--- config.mk ---
export PLATFORM = sky130hd
export DESIGN_NAME = conv1_frame_ctrl_flat
export DESIGN_NICKNAME = d
export VERILOG_FILES = /design/src/rtl/conv1_frame_ctrl_if.sv /design/src/rtl/conv1_frame_ctrl.sv /design/src/flat_wrapper.sv
export SDC_FILE = /design/constraint.sdc
export NUM_CORES = 1
export LEC_CHECK = 0
export ABC_CLOCK_PERIOD_IN_PS = 6400
export CORE_ASPECT_RATIO = 0.6
export CORE_MARGIN = 2
export CORE_UTILIZATION = 57
export CTS_CLUSTER_DIAMETER = 60
export DETAILED_ROUTE_END_ITERATION = 7
export GPL_ROUTABILITY_DRIVEN = 0
export PLACE_DENSITY = 0.85
export SETUP_SLACK_MARGIN = 0.15
export SLEW_MARGIN = 15
export SYNTH_ARGS = -nofsm -noshare
export SYNTH_HDL_FRONTEND = slang
export SYNTH_SLANG_ARGS = --single-unit
--- constraint.sdc ---
create_clock -name clk -period 6.4 [get_ports clk]
set_input_delay 1.6 -clock clk [delete_from_list [all_inputs] [get_ports clk]]
set_output_delay 1.6 -clock clk [all_outputs]
set_load 0.005 [all_outputs]
--- src/rtl/conv1_frame_ctrl_if.sv ---
// rtl/conv1_frame_ctrl_if.sv - control, image-memory and window-buffer signals of the conv1 frame controller
//
// Signals:
//   start, abort        frame request / cancel from the sequencer
//   img_addr, img_rdata image-memory read address and 1-bit pixel (1-cycle read latency)
//   buf_rst_n, pix_out  clear and pixel stream to the 3x3 window buffer
//   win_valid           window-valid strobe from the window buffer
//   busy, done, err     frame status
//   win_cnt             windows counted in the current frame
// Modports:
//   master  the frame controller
//   slave   the surrounding memory, window buffer and sequencer
interface conv1_frame_ctrl_if #(
  parameter int ADDR_W = 10
);
  logic              start;
  logic              abort;
  logic [ADDR_W-1:0] img_addr;
  logic              img_rdata;
  logic              buf_rst_n;
  logic              pix_out;
  logic              win_valid;
  logic              busy;
  logic              done;
  logic              err;
  logic [9:0]        win_cnt;

  modport master (
    input  start, abort, img_rdata, win_valid,
    output img_addr, buf_rst_n, pix_out, busy, done, err, win_cnt
  );

  modport slave (
    output start, abort, img_rdata, win_valid,
    input  img_addr, buf_rst_n, pix_out, busy, done, err, win_cnt
  );
endinterface

--- src/rtl/conv1_frame_ctrl.sv ---
// rtl/conv1_frame_ctrl.sv - frame sequencer streaming a binary image into a 3x3 window buffer
//
// Parameters: WIDTH/HEIGHT image size, ADDR_W image-memory address width.
// Ports:
//   clk    rising-edge clock
//   rst_n  asynchronous active-low reset
//   bus    conv1_frame_ctrl_if.master: start/abort in, img_addr out, img_rdata in,
//          buf_rst_n/pix_out out, win_valid in, busy/done/err/win_cnt out
// All outputs are registers; registered outputs are computed from the next state
// so they line up with the state they describe.
module conv1_frame_ctrl #(
  parameter int WIDTH  = 28,
  parameter int HEIGHT = 28,
  parameter int ADDR_W = 10
) (
  input  logic              clk,
  input  logic              rst_n,
  conv1_frame_ctrl_if.master bus
);

  typedef enum logic [2:0] {IDLE, CLEAR, FETCH, DRAIN, DONE} state_t;

  localparam logic [ADDR_W-1:0] COL_LAST   = ADDR_W'(WIDTH - 1);
  localparam logic [ADDR_W-1:0] ROW_LAST   = ADDR_W'(HEIGHT - 1);
  localparam logic [ADDR_W-1:0] ROW_STRIDE = ADDR_W'(WIDTH);
  localparam logic [9:0]        WIN_TARGET = 10'((WIDTH - 2) * (HEIGHT - 2));
  localparam logic [9:0]        WIN_MAX    = 10'h3FF;
  localparam logic [2:0]        DRAIN_LAST = 3'd7;

  state_t            state, state_n;
  logic              clr_cnt;
  logic [2:0]        drain_cnt;
  logic [ADDR_W-1:0] col, row, col_n, row_n;
  logic              rd_valid;
  logic              start_acc, abort_hit, fetch_last;
  logic [9:0]        win_cnt_n;

  logic [ADDR_W-1:0] img_addr;
  logic              buf_rst_n, pix_out, busy, done, err;
  logic [9:0]        win_cnt;

  assign bus.img_addr  = img_addr;
  assign bus.buf_rst_n = buf_rst_n;
  assign bus.pix_out   = pix_out;
  assign bus.busy      = busy;
  assign bus.done      = done;
  assign bus.err       = err;
  assign bus.win_cnt   = win_cnt;

  always_ff @(posedge clk or negedge rst_n) begin
    if (!rst_n) state <= IDLE;
    else        state <= state_n;
  end

  always_comb begin
    start_acc  = (state == IDLE) && bus.start && !bus.abort;
    abort_hit  = (state != IDLE) && bus.abort;
    fetch_last = (col == COL_LAST) && (row == ROW_LAST);
    state_n    = state;
    col_n      = '0;
    row_n      = '0;
    win_cnt_n  = win_cnt;

    case (state)
      IDLE:    if (start_acc) state_n = CLEAR;
      CLEAR:   if (clr_cnt) state_n = FETCH;
      FETCH:   if (fetch_last) state_n = DRAIN;
      DRAIN:   if (win_cnt == WIN_TARGET || drain_cnt == DRAIN_LAST) state_n = DONE;
      DONE:    state_n = IDLE;
      default: state_n = IDLE;
    endcase
    if (abort_hit) state_n = IDLE;

    // col/row always describe the address currently on img_addr; they restart
    // from zero whenever the next cycle is the first of a fetch pass.
    if (state == FETCH && state_n == FETCH) begin
      if (col == COL_LAST) begin
        row_n = row + 1'b1;
      end else begin
        col_n = col + 1'b1;
        row_n = row;
      end
    end

    if (start_acc) begin
      win_cnt_n = '0;
    end else if ((state == FETCH || state == DRAIN) && bus.win_valid && win_cnt != WIN_MAX) begin
      win_cnt_n = win_cnt + 1'b1;
    end
  end

  always_ff @(posedge clk or negedge rst_n) begin
    if (!rst_n) begin
      clr_cnt   <= 1'b0;
      drain_cnt <= '0;
      col       <= '0;
      row       <= '0;
      rd_valid  <= 1'b0;
      img_addr  <= '0;
      pix_out   <= 1'b0;
      buf_rst_n <= 1'b0;
      busy      <= 1'b0;
      done      <= 1'b0;
      err       <= 1'b0;
      win_cnt   <= '0;
    end else begin
      clr_cnt   <= (state == CLEAR) && (state_n == CLEAR);
      drain_cnt <= (state == DRAIN && state_n == DRAIN) ? drain_cnt + 3'd1 : 3'd0;
      col       <= col_n;
      row       <= row_n;
      img_addr  <= (state_n == FETCH) ? (row_n * ROW_STRIDE + col_n) : '0;
      // rd_valid marks that img_rdata carries a fetched pixel this cycle; an
      // abort flushes it so nothing from the cancelled frame reaches pix_out.
      rd_valid  <= (state == FETCH) && !abort_hit;
      pix_out   <= rd_valid && !abort_hit && bus.img_rdata;
      buf_rst_n <= (state_n != CLEAR) && !abort_hit;
      busy      <= (state_n != IDLE);
      done      <= (state_n == DONE);
      win_cnt   <= win_cnt_n;
      if (start_acc) begin
        err <= 1'b0;
      end else if (state == DRAIN && state_n == DONE) begin
        err <= (win_cnt_n != WIN_TARGET);
      end
    end
  end

endmodule

--- src/flat_wrapper.sv ---
// flat-port wrapper written by rule: the top's interface ports become plain ports
module conv1_frame_ctrl_flat 
#(
  parameter int WIDTH  = 28,
  parameter int HEIGHT = 28,
  parameter int ADDR_W = 10
)
  (clk, rst_n, bus_start, bus_abort, bus_img_rdata, bus_win_valid, bus_img_addr, bus_buf_rst_n, bus_pix_out, bus_busy, bus_done, bus_err, bus_win_cnt);
  conv1_frame_ctrl_if #(.ADDR_W(ADDR_W)) bus_i ();
  input  logic clk;
  input  logic rst_n;
  input wire logic [$bits(bus_i.start)-1:0] bus_start;
  input wire logic [$bits(bus_i.abort)-1:0] bus_abort;
  input wire logic [$bits(bus_i.img_rdata)-1:0] bus_img_rdata;
  input wire logic [$bits(bus_i.win_valid)-1:0] bus_win_valid;
  output wire logic [$bits(bus_i.img_addr)-1:0] bus_img_addr;
  output wire logic [$bits(bus_i.buf_rst_n)-1:0] bus_buf_rst_n;
  output wire logic [$bits(bus_i.pix_out)-1:0] bus_pix_out;
  output wire logic [$bits(bus_i.busy)-1:0] bus_busy;
  output wire logic [$bits(bus_i.done)-1:0] bus_done;
  output wire logic [$bits(bus_i.err)-1:0] bus_err;
  output wire logic [$bits(bus_i.win_cnt)-1:0] bus_win_cnt;
  assign bus_i.start = bus_start;
  assign bus_i.abort = bus_abort;
  assign bus_i.img_rdata = bus_img_rdata;
  assign bus_i.win_valid = bus_win_valid;
  assign bus_img_addr = bus_i.img_addr;
  assign bus_buf_rst_n = bus_i.buf_rst_n;
  assign bus_pix_out = bus_i.pix_out;
  assign bus_busy = bus_i.busy;
  assign bus_done = bus_i.done;
  assign bus_err = bus_i.err;
  assign bus_win_cnt = bus_i.win_cnt;
  conv1_frame_ctrl #(.WIDTH(WIDTH), .HEIGHT(HEIGHT), .ADDR_W(ADDR_W)) u_core (.clk(clk), .rst_n(rst_n), .bus(bus_i));
endmodule
### After elaboration in Yosys (flattened, before gate mapping)

Cells that the tools add are included.
W data, S select, Z words.

| storage, ports and cells | value |
|---|---|
| flip-flop bits (word level) | 53 |
| input bits | 6 |
| output and inout port bits | 25 |
| word-level logic and storage cells | 71 |

| cells by class | value |
|---|---|
| $add $sub $neg | 5 |
| multipliers | 1 |
| equality and inequality tests | 14 |
| mux-type cells | 16 |
| reductions and logical operators | 22 |

Operators by type and width:

| operator | number |
|---|---|
| $mux W10 | 7 |
| $add A10 B1 Y10 const B | 3 |
| $eq A10 B5 Y1 const B | 2 |
| $ne A10 B10 Y1 const B | 2 |
| $mux W3 | 6 |
| $logic_and A1 B1 Y1 | 14 |
| $eq A3 B2 Y1 const B | 4 |
| $pmux W3 S4 | 1 |
| $add A10 B10 Y10 | 1 |
| $eq A10 B10 Y1 const B | 1 |
| $mul A10 B3 Y8 const B | 1 |
| $eq A3 B1 Y1 const B | 2 |
| $eq A3 B3 Y1 const B | 2 |
| $reduce_bool A3 Y1 | 2 |
| $add A3 B1 Y3 const B | 1 |
| $logic_not A3 Y1 | 1 |
| $ne A3 B1 Y1 const B | 1 |
| $logic_not A1 Y1 | 2 |
| $logic_or A1 B1 Y1 | 2 |
| $mux W1 | 2 |
| $reduce_bool A2 Y1 | 1 |

### Depth between registers and ports, before layout

Gate-level depths: netlist of run 1.

| depth | value |
|---|---|
| depth after elaboration | 12 |
| depth in mapped cells | 23 |
| depth with buffers taken out | 21 |

### Least setup slack after synthesis of run 1

Ideal clock, no wire load.

| path | value |
|---|---|
| path kind | input to register |
| start | input port bus_abort |
| end | register u_core.img_addr[9] (netlist: u_core.bus.img_addr[9]) |
| library setup time | 127 ps |
| data arrival time | 4775 ps |
| required time | 6273 ps |
| path slack | 1498 ps |
| stages on the path | 17 |
| cells stage by stage | clkbuf_1 -> nor2_1 -> or2b_2 -> buf_6 -> nor2_1 -> ha_1 -> ha_1 -> fa_1 -> a21oi_1 -> nor2_1 -> nor2_1 -> xnor2_1 -> ha_1 -> o41ai_1 -> xnor2_1 -> o21ai_0 -> nor3b_2 |

| between the ends | value |
|---|---|
| word-level cells in the longest chain between the ends | 11 |
| elaborated cells on any way between the ends | 13 |

RTL lines:

| item | line | source |
|---|---|---|
| from (decl) | flat_wrapper.sv:13 | `input wire logic [$bits(bus_i.abort)-1:0] bus_abort;` |
| $logic_not A1 Y1 | conv1_frame_ctrl.sv:56 | `start_acc = (state == IDLE) && bus.start && !bus.abort;` |
| $logic_and A1 B1 Y1 | conv1_frame_ctrl.sv:56 |  |
| $mux W3 | conv1_frame_ctrl.sv:65 | `IDLE: if (start_acc) state_n = CLEAR;` |
| $pmux W3 S4 | conv1_frame_ctrl.sv:64 | `case (state)` |
| $mux W3 (*) | conv1_frame_ctrl.sv:72 | `if (abort_hit) state_n = IDLE;` |
| $eq A3 B2 Y1 (*) | conv1_frame_ctrl.sv:76, conv1_frame_ctrl.sv:111 |  |
| $logic_and A1 B1 Y1 | conv1_frame_ctrl.sv:76 | `if (state == FETCH && state_n == FETCH) begin` |
| $mux W10 | conv1_frame_ctrl.sv:76 |  |
| $mul A10 B3 Y8 | conv1_frame_ctrl.sv:111 | `img_addr <= (state_n == FETCH) ? (row_n * ROW_STRIDE + col_n) : '0;` |
| $add A10 B10 Y10 | conv1_frame_ctrl.sv:111 |  |
| $mux W10 (*) | conv1_frame_ctrl.sv:111 |  |
| to (signal assigned) | conv1_frame_ctrl.sv:111 |  |
| to (decl) | conv1_frame_ctrl.sv:38 | `logic [ADDR_W-1:0] img_addr;` |

Mark *: on every way between the ends. The rest lies on a longest branch, timed or not.
A chain may end at the register's enable or synchronous reset.

### Worst setup path in the final report of run 1

Ends and elaborated chain as after synthesis.

==> results.toml, run 1 <==
[grt]
grt_start_max_net_pins = 54
grt_first_pass_wirelength_um = 12400
first_global_vias = 2472
grt.overflow.total = 0
antenna_found_initial = 0
globalRouteTotalUtil_pct = 25.2

[sta]
setup_total_negative_slack_ns = 0
timing.final.max_slew_violations = 0
finalCriticalPeriod_ns = 5.36
final_hold_viol_count = 0
max_freq_mhz = 186
finalSetupViolations = 0
post-route-period-util_pct = 83.8
fin_skew_ns = 0.00575
unrepaired_setup_endpoints_after_global_routing = "false"
tightest_slew_ns = 0.686
slew-limit-headroom_pct = 53.9
setup_ws_ns = 1.04
finalHoldWorstSlack_ns = 0.450

[worst_setup_path]
worst_setup_path_start_kind = "input port"
crit_slowest_cell = "sky130_fd_sc_hd__clkdlybuf4s50_1"
timing.reg2reg.worst_path_depth = 17
crit_arrival_ns = 5.56
reg2reg_slack_ns = 1.25
cp-end-kind = "register"
worstReg2RegEnd = "u_core.bus.img_addr[9]"
cp_max_fo = 14
r2r_start = "u_core.col[6]"
cp_cell_sequence = "clkdlybuf4s50_1 -> nor2_1 -> or2b_2 -> or2_2 -> fa_1 -> inv_1 -> ha_1 -> inv_1 -> nor2_1 -> nor2_1 -> xnor2_1 -> ha_1 -> o41ai_1 -> xnor2_1 -> o21ai_0 -> nor3b_2"
critical_path.most_common_cell = "sky130_fd_sc_hd__nor2_1"
slowest_delay_ns = 0.54
worstPathRequired_ns = 6.59
critical-path-top-delay-family = "simple AND/OR/NAND/NOR gates"
worstSetupPathType = "in -> reg"
cp.depth = 16
critical_path.n_buffers_inverters = 3

[synthesis]
post_synth.cell_area_avg_um2 = 9.53
yosys.area_share.simple_pct = 26.9
area_share_of_the_largest_cell_type_after_synthesis_pct = 41.2
post_synth_adder_cell_area_pct = 10.6
synth_seq_area_share_pct = 41.2
synthesized_netlist_cell_count = 338
synthDominantAreaCellType = "sky130_fd_sc_hd__dfrtp_1"
yosysUniqueCellTypes = 51
ys_top_cells_by_area = "sky130_fd_sc_hd__dfrtp_1, sky130_fd_sc_hd__ha_1, sky130_fd_sc_hd__xor2_1"
synth_top_family_by_area = "simple AND/OR/NAND/NOR gates"
synth_edf_count = 0
ys.warnings.count = 0
post_synth_mux_area_share_pct = 0.311
postSynthRegisterBits = 53
synth_flop_cell = "sky130_fd_sc_hd__dfrtp_1"
asyncSetResetFlopFracSynth_pct = 100
fraction_of_synthesized_cell_area_in_xor_and_xnor_cells_pct = 10.3
netlist_area_um2 = 3220
synth_compound_gate_area_share_pct = 7.61
postSynthNetCount = 369

[cells_and_area]
layout.core_utilization_pct = 66.7
layout.nets = 400
final_layout_size_suffix_gt1_share_pct = 6.76
syn2layout_area_growth_pct = 14.2
fill_cells = 447
antenna_cells_inserted = 0
multi_input_area_um2 = 1790
final-seq-area_um2 = 1330

[routing]
post-route-drc-count = 0
dr_vias = 2611
finalWirelength_um = 7430
wl_per_cell_um = 16.9
detail_route.first_pass.iterations = 5
ant_nets = 0
first_iter_violations = 240
via_cell_ratio = 5.95

[clock_network]
cts_max_path_buffers = 2
htreeDepth = 2
numCtsBuffers = 5
clk_pin_slew_worst_paths_ns = 0.10
clock_tree.root_cell = "sky130_fd_sc_hd__clkbuf_8"
holdBufCountCts = 0
cts.repair.resized = 0
cts_tree = "done"
cts_sinks = 53
postCtsSetupRepairBufs = 0
clock_latency_ns = 0.31

[power_and_ir_drop]
ir_worst_vdd_v = 0.000163
power.share.sequential_pct = 51.3
design_power_total_mw = 0.741
switching_share_of_power_pct = 29.7
power.clock.fraction_pct = 28.5
p_leak_nw = 1.70
p_int_mw = 0.521
power-per-cell-area_nw_per_um2 = 201
comb_power_share_pct = 20.2
switching_power_mw = 0.220

[min_path]
whs_endpoint = "u_core.drain_cnt[0]"
class_of_the_most_critical_hold_timing_path = "reg -> reg"
hold-path-cell-count = 1
hold_path_startpoint = "u_core.drain_cnt[0]"

[floorplanning]
placementRows = 21
io_pins = 31
die_area_um2 = 6290
die_height_um = 62.2
placeableCoreArea_um2 = 5520
dieWidth_um = 101
initial_core_util_pct = 58.4

[place]
dpl.hpwl_um = 5380
dp_worst_setup_slack_ns = 0.718
portBuffers = 30

[outcome]
status = "completed"

[flow_run]
cap_violations = 0
## power groups by stage
stage	sequential (mW)	clock, mW	combinational (mW)
finish	0.380	0.211	0.150
global route	0.383	0.230	0.165
CTS	0.380	0.217	0.149
detailed placement	0.386	0	0.149
global placement	0.384	0	0.143
floorplan	0.379	0	0.0893
## per-layer routing
metal  track usage, %  share of wire (%)  up-vias
met2             35.0                 43       94
met4             5.41                1.3        0
li1                 -                  -     1235
met1             39.8                 49     1264
met5                0                  0        -
met3             6.19                6.5       18
## layout by cell type (no fill, tap or decap), types with 6 or more instances in the layout
master / netlist / layout
sky130_fd_sc_hd__dfrtp_1: 53 / 53
sky130_fd_sc_hd__nor2_1: 50 / 50
sky130_fd_sc_hd__clkdlybuf4s50_1: 0 / 29
sky130_fd_sc_hd__xor2_1: 24 / 24
sky130_fd_sc_hd__nand2_1: 22 / 22
sky130_fd_sc_hd__ha_1: 21 / 21
sky130_fd_sc_hd__inv_1: 15 / 15
sky130_fd_sc_hd__nand3_1: 13 / 13
sky130_fd_sc_hd__nor3_1: 12 / 12
sky130_fd_sc_hd__xnor2_1: 11 / 11
sky130_fd_sc_hd__a21oi_1: 11 / 11
sky130_fd_sc_hd__nand4_1: 10 / 10
sky130_fd_sc_hd__and3_1: 9 / 9
sky130_fd_sc_hd__and2_1: 7 / 7
sky130_fd_sc_hd__o21ai_0: 7 / 7
sky130_fd_sc_hd__clkbuf_8: 0 / 7
sky130_fd_sc_hd__nor2b_1: 6 / 6
## sequential cells by signal (all words and copies together) (netlist names)
name / cells
u_core.bus.win_cnt: 10
u_core.bus.done: 1
u_core.bus.buf_rst_n: 1
u_core.bus.busy: 1
u_core.drain_cnt: 3
u_core.bus.pix_out: 1
u_core.clr_cnt: 1
u_core.row: 10
u_core.rd_valid: 1
u_core.state: 3
u_core.col: 10
u_core.bus.img_addr: 10
u_core.bus.err: 1
## cells by family (layout without fill, tap and decap cells)
group,after synthesis,in the layout
multiplexers,1,1
buffers and inverters,23,55
XOR/XNOR,36,36
AO/OA/AOI/OAI,37,37
adder cells (fa/ha/maj),25,25
AND/OR/NAND/NOR,163,163
flip-flops,53,53
## area by class of cell
| cell class | instances | area share [%] |
|---|---|---|
| clock buffers | 7 | 2.62 |
| clock inverters | 1 | 0.238 |
| inverters | 15 | 1.53 |
| multi-input cells | 262 | 48.8 |
| flip-flops and latches | 53 | 36.1 |
| well taps | 69 | 2.35 |
| repair buffers | 32 | 8.44 |
## Yosys cell counts, types with 7 or more instances
| library cell | count |
|---|---|
| sky130_fd_sc_hd__a21oi_1 | 11 |
| sky130_fd_sc_hd__and2_1 | 7 |
| sky130_fd_sc_hd__and3_1 | 9 |
| sky130_fd_sc_hd__dfrtp_1 | 53 |
| sky130_fd_sc_hd__ha_1 | 21 |
| sky130_fd_sc_hd__inv_1 | 15 |
| sky130_fd_sc_hd__nand2_1 | 22 |
| sky130_fd_sc_hd__nand3_1 | 13 |
| sky130_fd_sc_hd__nand4_1 | 10 |
| sky130_fd_sc_hd__nor2_1 | 50 |
| sky130_fd_sc_hd__nor3_1 | 12 |
| sky130_fd_sc_hd__o21ai_0 | 7 |
| sky130_fd_sc_hd__xnor2_1 | 11 |
| sky130_fd_sc_hd__xor2_1 | 24 |
## how the worst max path moves through the flow
stage,start,to,slack [ns]
finish,bus_abort,u_core.bus.img_addr[9],1.04
CTS,bus_abort,u_core.bus.img_addr[9],1.04
floorplan,bus_abort,u_core.bus.img_addr[9],1.50
global route,bus_abort,u_core.bus.img_addr[9],0.69
global placement,bus_abort,u_core.bus.img_addr[9],0.85
detailed placement,bus_abort,u_core.bus.img_addr[9],0.72
## per-stage QoR
step                std cells  area (um2)
floorplan                 338        3220
finish                    439        3680
CTS                       439        3680
detailed placement        431        3570
global placement          431        3570
global route              439        3680
Note: power is estimated with default switching activity, not from simulation.
==> run 2, diff against run 1 <==
--- a/config.mk
+++ b/config.mk
@@ -5,7 +5,7 @@
 export SDC_FILE = /design/constraint.sdc
 export NUM_CORES = 1
 export LEC_CHECK = 0
-export ABC_CLOCK_PERIOD_IN_PS = 6400
+export ABC_CLOCK_PERIOD_IN_PS = 5500
 export CORE_ASPECT_RATIO = 0.6
 export CORE_MARGIN = 2
 export CORE_UTILIZATION = 57
==> constraint.sdc (replaced) <==
create_clock -name clk -period 5.5 [get_ports clk]
set_input_delay 1.375 -clock clk [delete_from_list [all_inputs] [get_ports clk]]
set_output_delay 1.375 -clock clk [all_outputs]
set_load 0.005 [all_outputs]
==> run 2 against run 1 <==
- sequential power increased by 16%
- global-route usage decreased by 0.35 points
- utilization increased by 0.84 points
- critical path depth did not move
- clock power rose by 53%
- count of clock-buffer cells in the layout decreased by 2
- final cell count is 0.23% higher
- setup slack got worse by 0.57 ns
- flip-flop and latch count unchanged
- wire length is 1.7% lower
- die area unchanged
- non-clock buffer count grew 1
- critical path type is now reg -> reg
- largest power group unchanged
==> results.toml, run 2 (synthesis gave the netlist of run 1 again) <==
[sta]
final_hold_viol_count = 0
fin_skew_ns = 0.00972
setup_total_negative_slack_ns = 0
tightest_slew_ns = 0.669
post-route-period-util_pct = 91.6
finalCriticalPeriod_ns = 5.04
unrepaired_setup_endpoints_after_global_routing = "false"
finalSetupViolations = 0
setup_ws_ns = 0.462
slew-limit-headroom_pct = 55.0
timing.final.max_slew_violations = 0
max_freq_mhz = 199

[cells_and_area]
final_common_cell = "sky130_fd_sc_hd__dfrtp_1"
fill_cells = 426
antenna_cells_inserted = 0
layout.nets = 401
syn2layout_area_growth_pct = 15.6
final_layout_size_suffix_gt1_share_pct = 7.28
mostFrequentLayoutCells = "sky130_fd_sc_hd__dfrtp_1, sky130_fd_sc_hd__nor2_1, sky130_fd_sc_hd__clkdlybuf4s50_1, sky130_fd_sc_hd__xor2_1, sky130_fd_sc_hd__nand2_1"

[place]
dp_worst_setup_slack_ns = 0.219
dpl.hpwl_um = 5440
portBuffers = 30

[routing]
met3RoutedLength_um = 471
dr_vias = 2590
ant_nets = 0
wl_per_cell_um = 16.6
via_cell_ratio = 5.89
first_iter_violations = 233
met1Wirelength_um = 3810
route.top_layer_used = "met4"
finalWirelength_um = 7310
wl_met2_um = 2980
post-route-drc-count = 0
detail_route.first_pass.iterations = 5

[worst_setup_path]
cp_max_fo = 14
crit_arrival_ns = 5.24
worstPathRequired_ns = 5.70
worstSetupPathType = "reg -> reg"
cp-end-kind = "register"
worst_setup_path_start_kind = "register"

[grt]
grt.overflow.total = 0
first_global_vias = 2469
grt_first_pass_wirelength_um = 12200
globalRouteTotalUtil_pct = 24.9
grt_start_max_net_pins = 54
antenna_found_initial = 0

[clock_network]
clock_tree.root_cell = "sky130_fd_sc_hd__clkbuf_8"
cts_tree = "done"
cts_max_path_buffers = 2
cts_sinks = 53
clk_pin_slew_worst_paths_ns = 0.10
numCtsBuffers = 5
postCtsSetupRepairBufs = 0
clock_latency_ns = 0.32
htreeDepth = 2

[power_and_ir_drop]
switching_share_of_power_pct = 28.1
switching_power_mw = 0.264
ir_worst_vdd_v = 0.000153
p_leak_nw = 1.72
power-per-cell-area_nw_per_um2 = 252
p_int_mw = 0.674
power.clock.fraction_pct = 34.4
power.share.sequential_pct = 47.1
comb_power_share_pct = 18.5

[floorplanning]
dieWidth_um = 101
placementRows = 21
initial_core_util_pct = 58.4
io_pins = 31
die_height_um = 62.2
die_area_um2 = 6290
placeableCoreArea_um2 = 5520

[flow_run]
cap_violations = 0

[outcome]
status = "completed"

[min_path]
class_of_the_most_critical_hold_timing_path = "reg -> reg"
## run 2: cell types whose count changed in the layout (fill, tap and decap cells not counted)
cell and change:
sky130_fd_sc_hd__nor4_1 -1, sky130_fd_sc_hd__buf_4 +1, sky130_fd_sc_hd__bufinv_16 +2, sky130_fd_sc_hd__clkbuf_8 -2
sky130_fd_sc_hd__nor4_2 +1
## run 2: path summary, 6_finish.rpt
kind	start	endpoint	slack, ns	cells after the start
worst max-delay path	u_core.col[6]	u_core.bus.img_addr[9]	0.46	16
worst min-delay path	u_core.drain_cnt[0]	u_core.drain_cnt[0]	0.45	1
worst max register to register	u_core.col[6]	u_core.bus.img_addr[9]	0.46	16
worst min register to register	u_core.drain_cnt[0]	u_core.drain_cnt[0]	0.45	1
max in group asynchronous	rst_n	u_core.col[3]	3.91	2
min in group asynchronous	rst_n	u_core.bus.win_cnt[1]	1.15	2
## run 2: worst max-delay path: stages, from the launching register on
cell and delay [ns]:
sky130_fd_sc_hd__dfrtp_1 0.45, sky130_fd_sc_hd__or4_4 0.57, sky130_fd_sc_hd__or4_4 0.58, sky130_fd_sc_hd__nor4_2 0.39
sky130_fd_sc_hd__or2b_2 0.33, sky130_fd_sc_hd__nor2_1 0.13, sky130_fd_sc_hd__ha_1 0.21, sky130_fd_sc_hd__or2_2 0.32
sky130_fd_sc_hd__fa_1 0.43, sky130_fd_sc_hd__xor2_1 0.16, sky130_fd_sc_hd__ha_1 0.33, sky130_fd_sc_hd__nand2_1 0.08
sky130_fd_sc_hd__o21ai_0 0.12, sky130_fd_sc_hd__o41ai_1 0.37, sky130_fd_sc_hd__xnor2_1 0.19, sky130_fd_sc_hd__o21ai_0 0.10
sky130_fd_sc_hd__nor3b_2 0.16
## run 2: layout make-up
type / count / area [um2] / area share [%]
Clock buffer: 5 / 68.8 / 1.85
Clock inverter: 3 / 68.8 / 1.85
Inverter: 15 / 56.3 / 1.51
Multi-Input combinational cell: 262 / 1800 / 48.3
Sequential cell: 53 / 1330 / 35.6
Tap cell: 69 / 86.3 / 2.32
Timing Repair Buffer: 33 / 318 / 8.53
## run 2: routing by layer
| metal | vias to the layer above | track usage [%] |
|---|---|---|
| li1 | 1241 | - |
| met1 | 1254 | 41.5 |
| met2 | 89 | 33.3 |
| met3 | 6 | 5.63 |
| met4 | 0 | 3.38 |
| met5 | - | 0 |
## run 2: power by group through the flow
stage	clock network (mW)	registers, mW	logic, mW
2_1_floorplan	0	0.441	0.104
3_3_place_gp	0	0.446	0.166
3_5_place_dp	0	0.449	0.171
4_1_cts	0.322	0.441	0.172
5_1_grt	0.343	0.446	0.196
6_report	0.322	0.441	0.173
## run 2: what timing repair did
| action | CTS | global route |
|---|---|---|
| endpoints found under the setup margin | 0 | 1 |
| gates resized for setup | 0 | 1 |
| hold buffers | 0 | 0 |
## run 2: metrics by stage
step	power, mW	instance area [um2]	hold slack (ns)	utilization, %	cells
finish	0.937	3720	0.454	67.5	440
CTS	0.935	3720	0.455	67.4	440
floorplan	0.545	3220	0.409	-	338
detailed placement	0.620	3580	0.440	64.9	432
global route	0.985	3720	0.472	67.5	440
global placement	0.613	3580	0.422	64.9	432
